### src/rtl/task_sequencer_pkg.sv
// Shared definitions for the task sequencer: FSM state encodings and a width helper.
package task_sequencer_pkg;

  localparam logic [1:0] StBoot  = 2'd0;
  localparam logic [1:0] StStart = 2'd1;
  localparam logic [1:0] StWait  = 2'd2;
  localparam logic [1:0] StSync  = 2'd3;

  // Bits needed to hold 0..value-1, never less than one.
  function automatic int unsigned clog2(input int unsigned value);
    int unsigned w;
    w = 0;
    for (int i = 0; i < 32; i++) begin
      if ((64'd1 << i) < 64'(value)) w = i + 1;
    end
    return (w == 0) ? 1 : w;
  endfunction

endpackage

### src/rtl/task_sequencer_frame_limiter.sv
// Free-running frame limiter: down-counter producing a wrap tick and a VGA write window.
module task_sequencer_frame_limiter
  import task_sequencer_pkg::*;
#(
  parameter int unsigned FRAME_CYCLES = 1700000,
  parameter int unsigned WRITE_WINDOW = 1000
) (
  input  logic clk_i,
  input  logic rst_ni,
  output logic frame_tick_o,
  output logic vga_write_en_o
);

  localparam int unsigned CntW = clog2(FRAME_CYCLES);
  localparam logic [CntW-1:0] Reload = CntW'(FRAME_CYCLES - 1);

  logic [CntW-1:0] cnt_q, cnt_d;

  assign frame_tick_o   = (cnt_q == '0);
  assign cnt_d          = frame_tick_o ? Reload : cnt_q - CntW'(1);
  // Window is the tail of the frame, so it closes on the tick cycle.
  assign vga_write_en_o = (32'(cnt_q) < WRITE_WINDOW);

  always_ff @(posedge clk_i or negedge rst_ni) begin
    if (!rst_ni) begin
      cnt_q <= Reload;
    end else begin
      cnt_q <= cnt_d;
    end
  end

endmodule

### src/rtl/task_sequencer.sv
// Render-pipeline scheduler: run-once boot tasks, then a frame-synchronised task loop
// with per-task watchdog, pause, overrun statistics and a frame limiter.
module task_sequencer
  import task_sequencer_pkg::*;
#(
  parameter int unsigned NUM_TASKS    = 4,
  parameter int unsigned INIT_TASKS   = 1,
  parameter int unsigned FRAME_CYCLES = 1700000,
  parameter int unsigned WRITE_WINDOW = 1000,
  parameter int unsigned TIMEOUT      = 0,
  parameter int unsigned IDX_W        = 4
) (
  input  logic                 clk_i,
  input  logic                 rst_ni,
  input  logic [NUM_TASKS-1:0] task_done_i,
  input  logic                 pause_i,
  output logic                 init_pulse_o,
  output logic [NUM_TASKS-1:0] task_start_o,
  output logic [IDX_W-1:0]     cur_task_o,
  output logic                 busy_o,
  output logic                 vga_write_en_o,
  output logic                 frame_tick_o,
  output logic [15:0]          frame_count_o,
  output logic [7:0]           overrun_cnt_o,
  output logic                 timeout_err_o,
  output logic [IDX_W-1:0]     err_task_o
);

  localparam int unsigned WdW = clog2(TIMEOUT + 1);
  localparam logic [IDX_W-1:0] LastIdx     = IDX_W'(NUM_TASKS - 1);
  localparam logic [IDX_W-1:0] LastInitIdx = IDX_W'(INIT_TASKS - 1);
  // With no loop-only tasks the last init task is re-run every frame.
  localparam logic [IDX_W-1:0] LoopFirst   =
      (INIT_TASKS == NUM_TASKS) ? IDX_W'(INIT_TASKS - 1) : IDX_W'(INIT_TASKS);

  logic [1:0]           state_q, state_d;
  logic [IDX_W-1:0]     cur_q, cur_d;
  logic [WdW-1:0]       wd_q, wd_d;
  logic                 init_q, init_d;
  logic                 boot_q, boot_d;
  logic [15:0]          frame_q, frame_d;
  logic [7:0]           over_q, over_d;
  logic                 err_q, err_d;
  logic [IDX_W-1:0]     err_task_q, err_task_d;
  logic [NUM_TASKS-1:0] cur_onehot;
  logic                 frame_tick, done_now, expired;

  task_sequencer_frame_limiter #(
    .FRAME_CYCLES (FRAME_CYCLES),
    .WRITE_WINDOW (WRITE_WINDOW)
  ) u_limiter (
    .clk_i          (clk_i),
    .rst_ni         (rst_ni),
    .frame_tick_o   (frame_tick),
    .vga_write_en_o (vga_write_en_o)
  );

  assign cur_onehot = NUM_TASKS'(1) << cur_q;
  assign done_now   = |(task_done_i & cur_onehot);
  assign expired    = (TIMEOUT != 0) && (wd_q == WdW'(1));

  always_comb begin
    state_d    = state_q;
    cur_d      = cur_q;
    wd_d       = wd_q;
    init_d     = 1'b0;
    boot_d     = boot_q;
    frame_d    = frame_q;
    over_d     = over_q;
    err_d      = err_q;
    err_task_d = err_task_q;

    if (frame_tick && (state_q != StSync) && (over_q != 8'hff)) over_d = over_q + 8'd1;

    unique case (state_q)
      StBoot: begin
        init_d = ~init_q;
        if (init_q) begin
          state_d = StStart;
          cur_d   = '0;
        end
      end
      StStart: begin
        wd_d    = WdW'(TIMEOUT);
        state_d = StWait;
      end
      StWait: begin
        wd_d = wd_q - WdW'(1);
        if (done_now || expired) begin
          // Done has priority over a coincident expiry.
          if (!done_now) begin
            err_d      = 1'b1;
            err_task_d = cur_q;
          end
          if (cur_q == LastInitIdx) boot_d = 1'b0;
          if (cur_q != LastIdx) begin
            cur_d   = cur_q + IDX_W'(1);
            state_d = StStart;
          end else begin
            state_d = StSync;
            if (!boot_q) frame_d = frame_q + 16'd1;
          end
        end
      end
      StSync: begin
        if (frame_tick && !pause_i) begin
          cur_d   = LoopFirst;
          state_d = StStart;
        end
      end
      default: state_d = StBoot;
    endcase
  end

  always_ff @(posedge clk_i or negedge rst_ni) begin
    if (!rst_ni) begin
      state_q    <= StBoot;
      cur_q      <= '0;
      wd_q       <= '0;
      init_q     <= 1'b0;
      boot_q     <= 1'b1;
      frame_q    <= '0;
      over_q     <= '0;
      err_q      <= 1'b0;
      err_task_q <= '0;
    end else begin
      state_q    <= state_d;
      cur_q      <= cur_d;
      wd_q       <= wd_d;
      init_q     <= init_d;
      boot_q     <= boot_d;
      frame_q    <= frame_d;
      over_q     <= over_d;
      err_q      <= err_d;
      err_task_q <= err_task_d;
    end
  end

  assign init_pulse_o  = init_q;
  assign task_start_o  = (state_q == StStart) ? cur_onehot : '0;
  assign cur_task_o    = cur_q;
  assign busy_o        = (state_q == StStart) || (state_q == StWait);
  assign frame_tick_o  = frame_tick;
  assign frame_count_o = frame_q;
  assign overrun_cnt_o = over_q;
  assign timeout_err_o = err_q;
  assign err_task_o    = err_task_q;

endmodule
### config.mk
export PLATFORM = sky130hd
export DESIGN_NAME = task_sequencer
export DESIGN_NICKNAME = d
export VERILOG_FILES = /design/src/rtl/task_sequencer_pkg.sv /design/src/rtl/task_sequencer_frame_limiter.sv /design/src/rtl/task_sequencer.sv
export SDC_FILE = /design/constraint.sdc
export NUM_CORES = 1
export LEC_CHECK = 0
export BUFFER_PORTS_ARGS = -buffer_cell sky130_fd_sc_hd__buf_4
export CORE_MARGIN = 4
export CORE_UTILIZATION = 50
export DETAILED_ROUTE_END_ITERATION = 10
export PLACE_DENSITY = 0.85
export SETUP_SLACK_MARGIN = 0.1
export SLEW_MARGIN = 40
export SYNTH_ARGS = -nofsm -noshare
export SYNTH_HDL_FRONTEND = slang
export SYNTH_SLANG_ARGS = --single-unit
### constraint.sdc
create_clock -name clk_i -period 2.4 [get_ports clk_i]
set_clock_uncertainty 0.15 [all_clocks]
set_input_delay 0.48 -clock clk_i [delete_from_list [all_inputs] [get_ports clk_i]]
set_output_delay 0.48 -clock clk_i [all_outputs]
set_load 0.1 [all_outputs]
# [Word-level counts from Yosys, hierarchy flattened]
# Index checks and enable logic that the tools add are counted.
[totals] regBits=53 input_bits=7 output_inout_bits=41 word_cells=54
[op_classes] add_sub_neg=4 n_lt_le_gt_ge=1 eq_ne=10 shifts=1 mux=13 bitwise=4 n_reduce_logical=14
[ops] op="$logic_not 21->1" n=1
[ops] op="$lt 21x10->1 const B" n=1
[ops] op="$mux 21" n=1
[ops] op="$sub 21x1->21 const B" n=1
[ops] op="$mux 4" n=5
[ops] op="$add 16x1->16 const B" n=1
[ops] op="$pmux 4 s3" n=1
[ops] op="$ne 2x2->1 const B" n=5
[ops] op="$add 8x1->8 const B" n=1
[ops] op="$mux 2" n=4
[ops] op="$ne 8x8->1 const B" n=1
[ops] op="$pmux 2 s4" n=1
[ops] op="$reduce_and 3->1" n=2
[ops] op="$reduce_and 5->1" n=1
[ops] op="$add 4x1->4 const B" n=1
[ops] op="$and 4x4->4" n=1
[ops] op="$eq 2x2->1 const B" n=2
[ops] op="$logic_not 4->1" n=1
[ops] op="$ne 4x2->1 const B" n=1
[ops] op="$reduce_and 4->1" n=1
[ops] op="$reduce_or 4->1" n=1
[ops] op="$shl 1x4->4 const A" n=1
[ops] op="$logic_and 1x1->1" n=3
[ops] op="$not 1->1" n=3
[ops] op="6 further kinds" n=6

# [Longest topological paths before layout]
[logic_depth] ltp_word=5 mapped_depth=9 depth_no_buf=8

# [Cells and area by module]
# From an unflattened synthesis, not the netlist that was laid out.
[hier_totals] hier_cells=271 area_unflattened_um2=2826.5
[by_module_without_submodules] module="task_sequencer" n_inst=1 cells_per_inst=161 area_each_um2=1701.6 seq_area_each_um2=802.0
[by_module_without_submodules] module="task_sequencer_frame_limiter" n_inst=1 cells_per_inst=110 area_each_um2=1124.8 seq_area_each_um2=541.8

# [Worst setup path after synthesis]
# Ideal clock, no wire load.
[synth_timing] path_kind="reg2out" from="register cur_q[1] (netlist: cur_task_o[1])" to="output port task_start_o[2]" arrival_time_ps=3302 required_ps=1770 slack_ps=-1532 path_stages_with_launch=3 path_buffers=0 path_cell_list="dfrtp_1 -> inv_1 -> nor3_1"
[synth_via] elab_chain_len=2
[synth_lines] element="start, declared" line_no="task_sequencer.sv:37" text="logic [IDX_W-1:0] cur_q, cur_d;"
[synth_lines] element="start signal, assigned" line_no="task_sequencer.sv:128" text="cur_q <= cur_d;"
[synth_lines] element="$shl 1x4->4" line_no="task_sequencer.sv:58" text="assign cur_onehot = NUM_TASKS'(1) << cur_q;"
[synth_lines] element="$mux 4" line_no="task_sequencer.sv:140" text="assign task_start_o = (state_q == StStart) ? cur_onehot : '0;"
[synth_lines] element="end, declared" line_no="task_sequencer.sv:18" text="output logic [NUM_TASKS-1:0] task_start_o,"
# Every way passes these cells.

# [Worst setup path in the final report]
[layout_timing] from="register u_limiter.cnt_q[12]" to="output port frame_tick_o"
[layout_via] elab_chain_len=1
[layout_lines] element="start, declared" line_no="task_sequencer_frame_limiter.sv:17" text="logic [CntW-1:0] cnt_q, cnt_d;"
[layout_lines] element="start signal, assigned" line_no="task_sequencer_frame_limiter.sv:26" text="cnt_q <= Reload;"
[layout_lines] element="start signal, assigned" line_no="task_sequencer_frame_limiter.sv:28" text="cnt_q <= cnt_d;"
[layout_lines] element="$logic_not 21->1" line_no="task_sequencer_frame_limiter.sv:19" text="assign frame_tick_o = (cnt_q == '0);"
[layout_lines] element="end, declared" line_no="task_sequencer.sv:22" text="output logic frame_tick_o,"
# Every way passes these cells.

==> flow_summary.rst <==
.. list-table::
   :header-rows: 1

   * - Metric
     - Value
   * - Aggregate global routing overflow
     - 0
   * - Number of buffers added on ports
     - 42
   * - Number of clock sinks
     - 53
   * - CP delay by family, top
     - simple AND/OR/NAND/NOR gates
   * - Die boundary width
     - 81.0 microns
   * - Placed cells
     - 376
   * - Max capacitance violation total
     - 0
   * - Global-route wire length before repair
     - 9740 microns
   * - Layout Nets
     - 335
   * - Power per standard cell area
     - 735 mW/mm^2
   * - Total negative slack for setup checks
     - -0.726 ns
   * - Final instance count without filler cells
     - approximately 390
   * - Initial core utilization
     - about 52%
   * - Final worst path period share
     - 108%
   * - Final setup viols
     - 10
   * - Syn Inst Count
     - 245
   * - Placed wire-length estimate
     - roughly 4100 microns
   * - Routed Wire Length
     - 5730 microns
   * - Number of nets with antenna violations after routing
     - 0
   * - Critical Path AT
     - 1.97 ns
   * - Routability cong.
     - just under 0.8
   * - Dominant combinational cell family by area after synthesis
     - simple AND/OR/NAND/NOR gates
   * - Clock transition at path regs
     - 0.10 ns
   * - Hold_ws
     - 0.0308 ns
   * - Adder-cell area share of the yosys netlist
     - under 10%
   * - Top area cells in the synthesized netlist
     - sky130_fd_sc_hd__dfrtp_1 (37%), sky130_fd_sc_hd__dfstp_2 (14%), sky130_fd_sc_hd__xnor2_1 (7.2%), sky130_fd_sc_hd__ha_1 (4.7%), sky130_fd_sc_hd__xor2_1 (4.3%)
   * - Sequential area share after synthesis
     - 50.4%
   * - Most frequently used flop master after synthesis
     - sky130_fd_sc_hd__dfrtp_1
   * - Reported leakage power
     - 1.67 nW
   * - Wire per inst
     - about 15 microns
   * - Number of iterations in the first detailed-routing pass
     - 4
   * - Vias in the first global route
     - 2116
   * - Via-per-instance ratio
     - 5.29
   * - Worst path cell trace
     - or4_4 > nand4bb_4 > or2_4 > clkinv_16 > buf_16
   * - CP startpoint kind
     - register
   * - Maximum VDD drop
     - 0.00107 V
   * - Data required, critical path
     - 1.77 ns
   * - CP endpoint kind
     - output pin
   * - DIE HEIGHT
     - around 80 microns
   * - Clk Latency, worst-skew pair
     - 0.31 ns
   * - Final std cell area, no fill
     - 0.00367 sq mm
   * - Total count of hold-check failures in the final report
     - 0
   * - Worst slack, placed
     - -0.0433 ns
   * - Type of the worst setup path
     - reg2out
   * - Critical Path Fanout Max
     - 3
   * - Flop and latch count out of synthesis
     - 53
   * - Cell with the most instances after synthesis
     - sky130_fd_sc_hd__dfrtp_1
   * - CTS tree
     - yes
   * - Global routing usage summed across all routing layers
     - 18.9%
   * - Number of primary I/O pins
     - 48
   * - Number of DRC violations after detailed-routing iteration 0
     - 81
   * - Synth top cells by count
     - sky130_fd_sc_hd__dfrtp_1 (39), sky130_fd_sc_hd__xnor2_1 (22), sky130_fd_sc_hd__nor2_1 (21), sky130_fd_sc_hd__nand2_1 (20), sky130_fd_sc_hd__dfstp_2 (14)
   * - Standard-cell rows
     - 26
   * - Largest incremental delay on the critical path
     - 0.53 ns
   * - Achievable Freq
     - roughly 390 MHz
   * - Clock root buffer
     - sky130_fd_sc_hd__clkbuf_8
   * - Count of vias placed by the detailed router
     - 2056
   * - Maximum number of pins on one net before global-route repair
     - 54
   * - Share of final-layout standard cells stronger than drive strength 1
     - 44.8%
   * - Most area-hungry cell type in the Yosys netlist
     - sky130_fd_sc_hd__dfrtp_1
   * - Max Slew Vio Count
     - 0
   * - Violations in the final reports
     - setup timing
   * - Async SR Flop Fraction
     - 100%
   * - Count of distinct cell types in the synthesized netlist
     - between 40 and 50
   * - Post-route setup slack
     - -0.196 ns
   * - Post-synthesis share of cell area spent on xor and xnor gates
     - a little under an eighth
   * - Full die area
     - between 0.006 and 0.007 sq mm
   * - CTS Buffer Depth
     - 2
   * - H-tree levels
     - 2
   * - Multiplexer fraction of the synthesized cell area
     - 2.39%
   * - Unrepaired setup endpoints after global routing
     - true
   * - Post-route minimum period
     - ~2.6 ns
   * - Residual DRC count
     - 0
   * - Mean Syn Cell Area
     - 10.9 sq um
   * - Synthesis-to-finish area growth
     - 37.7%
   * - Initial antenna violation count
     - 0
   * - Slew Limit Headroom
     - 56.4%
   * - Compound-gate portion of the synthesized area
     - 5.16%
   * - Simple-gate share of the synthesized area
     - 22.3%
   * - Instance area at placement
     - approximately 0.0034 sq mm
   * - Hold Crit Class
     - in2async
   * - Worst path buffer plus inverter count
     - 2
   * - Result of the run
     - complete, but fails checks
   * - Area of the mapped netlist
     - approximately 0.0027 sq mm
   * - Area of the core
     - 0.00514 sq mm
   * - Synth Warn #
     - 0
   * - Number of buffers created by CTS
     - 5
   * - Count of flip-flops with a built-in enable after synthesis
     - 0
   * - Fraction of synthesized cell area taken by the top area cell type
     - between 30% and 40%
   * - Antenna cells
     - 0
   * - Pin slew with the least headroom to its limit
     - 0.654 ns
   * - Critical-path top delay cell
     - sky130_fd_sc_hd__or4_4
[flip-flops by register name, summed over array words and instances (netlist names)]
| signal | flops |
|---|---|
| boot_q | 1 |
| cur_task_o | 4 |
| frame_count_o | 16 |
| init_pulse_o | 1 |
| overrun_cnt_o | 8 |
| state_q | 2 |
| u_limiter.cnt_q | 21 |
[through the flow]
| step | power [W] | util, % |
|---|---|---|
| final | 0.00270 | 71.4 |
| after global routing | 0.00282 | 71.4 |
| after CTS | 0.00265 | 68.8 |
| after detailed placement | 0.00207 | 65.2 |
| after global placement | 0.00204 | 65.2 |
| after floorplan | 0.00186 | - |
[what timing repair did]
action / CTS / global route
resized for setup: 18 / 24
hold buffers: 0 / 0
setup endpoints to repair: 16 / 25
buffers inserted: 3 / 3
pin swaps: 13 / 10
[cell type report]
cell class              instances  area, sq um
well taps                      70         87.6
clock buffers                   5         68.8
repair buffers                 70          601
flip-flops and latches         53         1370
fillers                       352         1470
multi-input cells             177         1460
inverters                      11         67.6
clock inverters                 3         22.5
[path summary, 6_finish.rpt]
path / from / to / slack [ns] / depth (start not counted)
max: u_limiter.cnt_q[12] / frame_tick_o / -0.20 / 5
min: rst_ni / frame_count_o[4] / 0.03 / 1
max reg2reg: u_limiter.cnt_q[12] / cur_task_o[3] / -0.10 / 7
min reg2reg: init_pulse_o / init_pulse_o / 0.33 / 1
max in group asynchronous: rst_ni / cur_task_o[2] / 1.56 / 1
min in group clk_i: init_pulse_o / init_pulse_o / 0.33 / 1
[metal layers]
metal	vias up	wire length (microns)	GRT usage [%]
met5	-	0	0
met4	0	78	4.39
met3	8	235	3.99
met2	45	2950	32.3
met1	1016	2460	24.6
li1	987	-	-
[cells in the final DEF (no fill, tap or decap), types with 3 or more instances in the layout]
cell type,count
sky130_fd_sc_hd__nor2_1,17
sky130_fd_sc_hd__or4_4,5
sky130_fd_sc_hd__nand2_1,19
sky130_fd_sc_hd__dfstp_2,14
sky130_fd_sc_hd__clkbuf_8,5
sky130_fd_sc_hd__xnor2_1,21
sky130_fd_sc_hd__o21ai_1,3
sky130_fd_sc_hd__xor2_1,11
sky130_fd_sc_hd__mux2i_1,3
sky130_fd_sc_hd__nand4_1,9
sky130_fd_sc_hd__buf_4,60
sky130_fd_sc_hd__buf_6,6
sky130_fd_sc_hd__nand3_1,7
sky130_fd_sc_hd__ha_1,9
sky130_fd_sc_hd__conb_1,5
sky130_fd_sc_hd__nor3_4,4
sky130_fd_sc_hd__dfrtp_1,29
sky130_fd_sc_hd__and3_1,5
sky130_fd_sc_hd__nor2_4,4
sky130_fd_sc_hd__inv_1,10
sky130_fd_sc_hd__dfrtp_2,6
sky130_fd_sc_hd__dfrtp_4,4
sky130_fd_sc_hd__mux2_2,3
[cells by family after synthesis]
logic type | after synthesis
simple gates | 101
xor+xnor | 35
mux | 6
buf+inv | 19
other cells | 1
fa+ha+maj | 10
compound gates | 20
flops | 53
[report_power, final]
group | switching [W] | internal (W)
combinational | 0.000782 | 0.000364
clock | 0.000304 | 0.000208
sequential | 0.0000833 | 0.000954
Power figures use the tool's default switching activity.
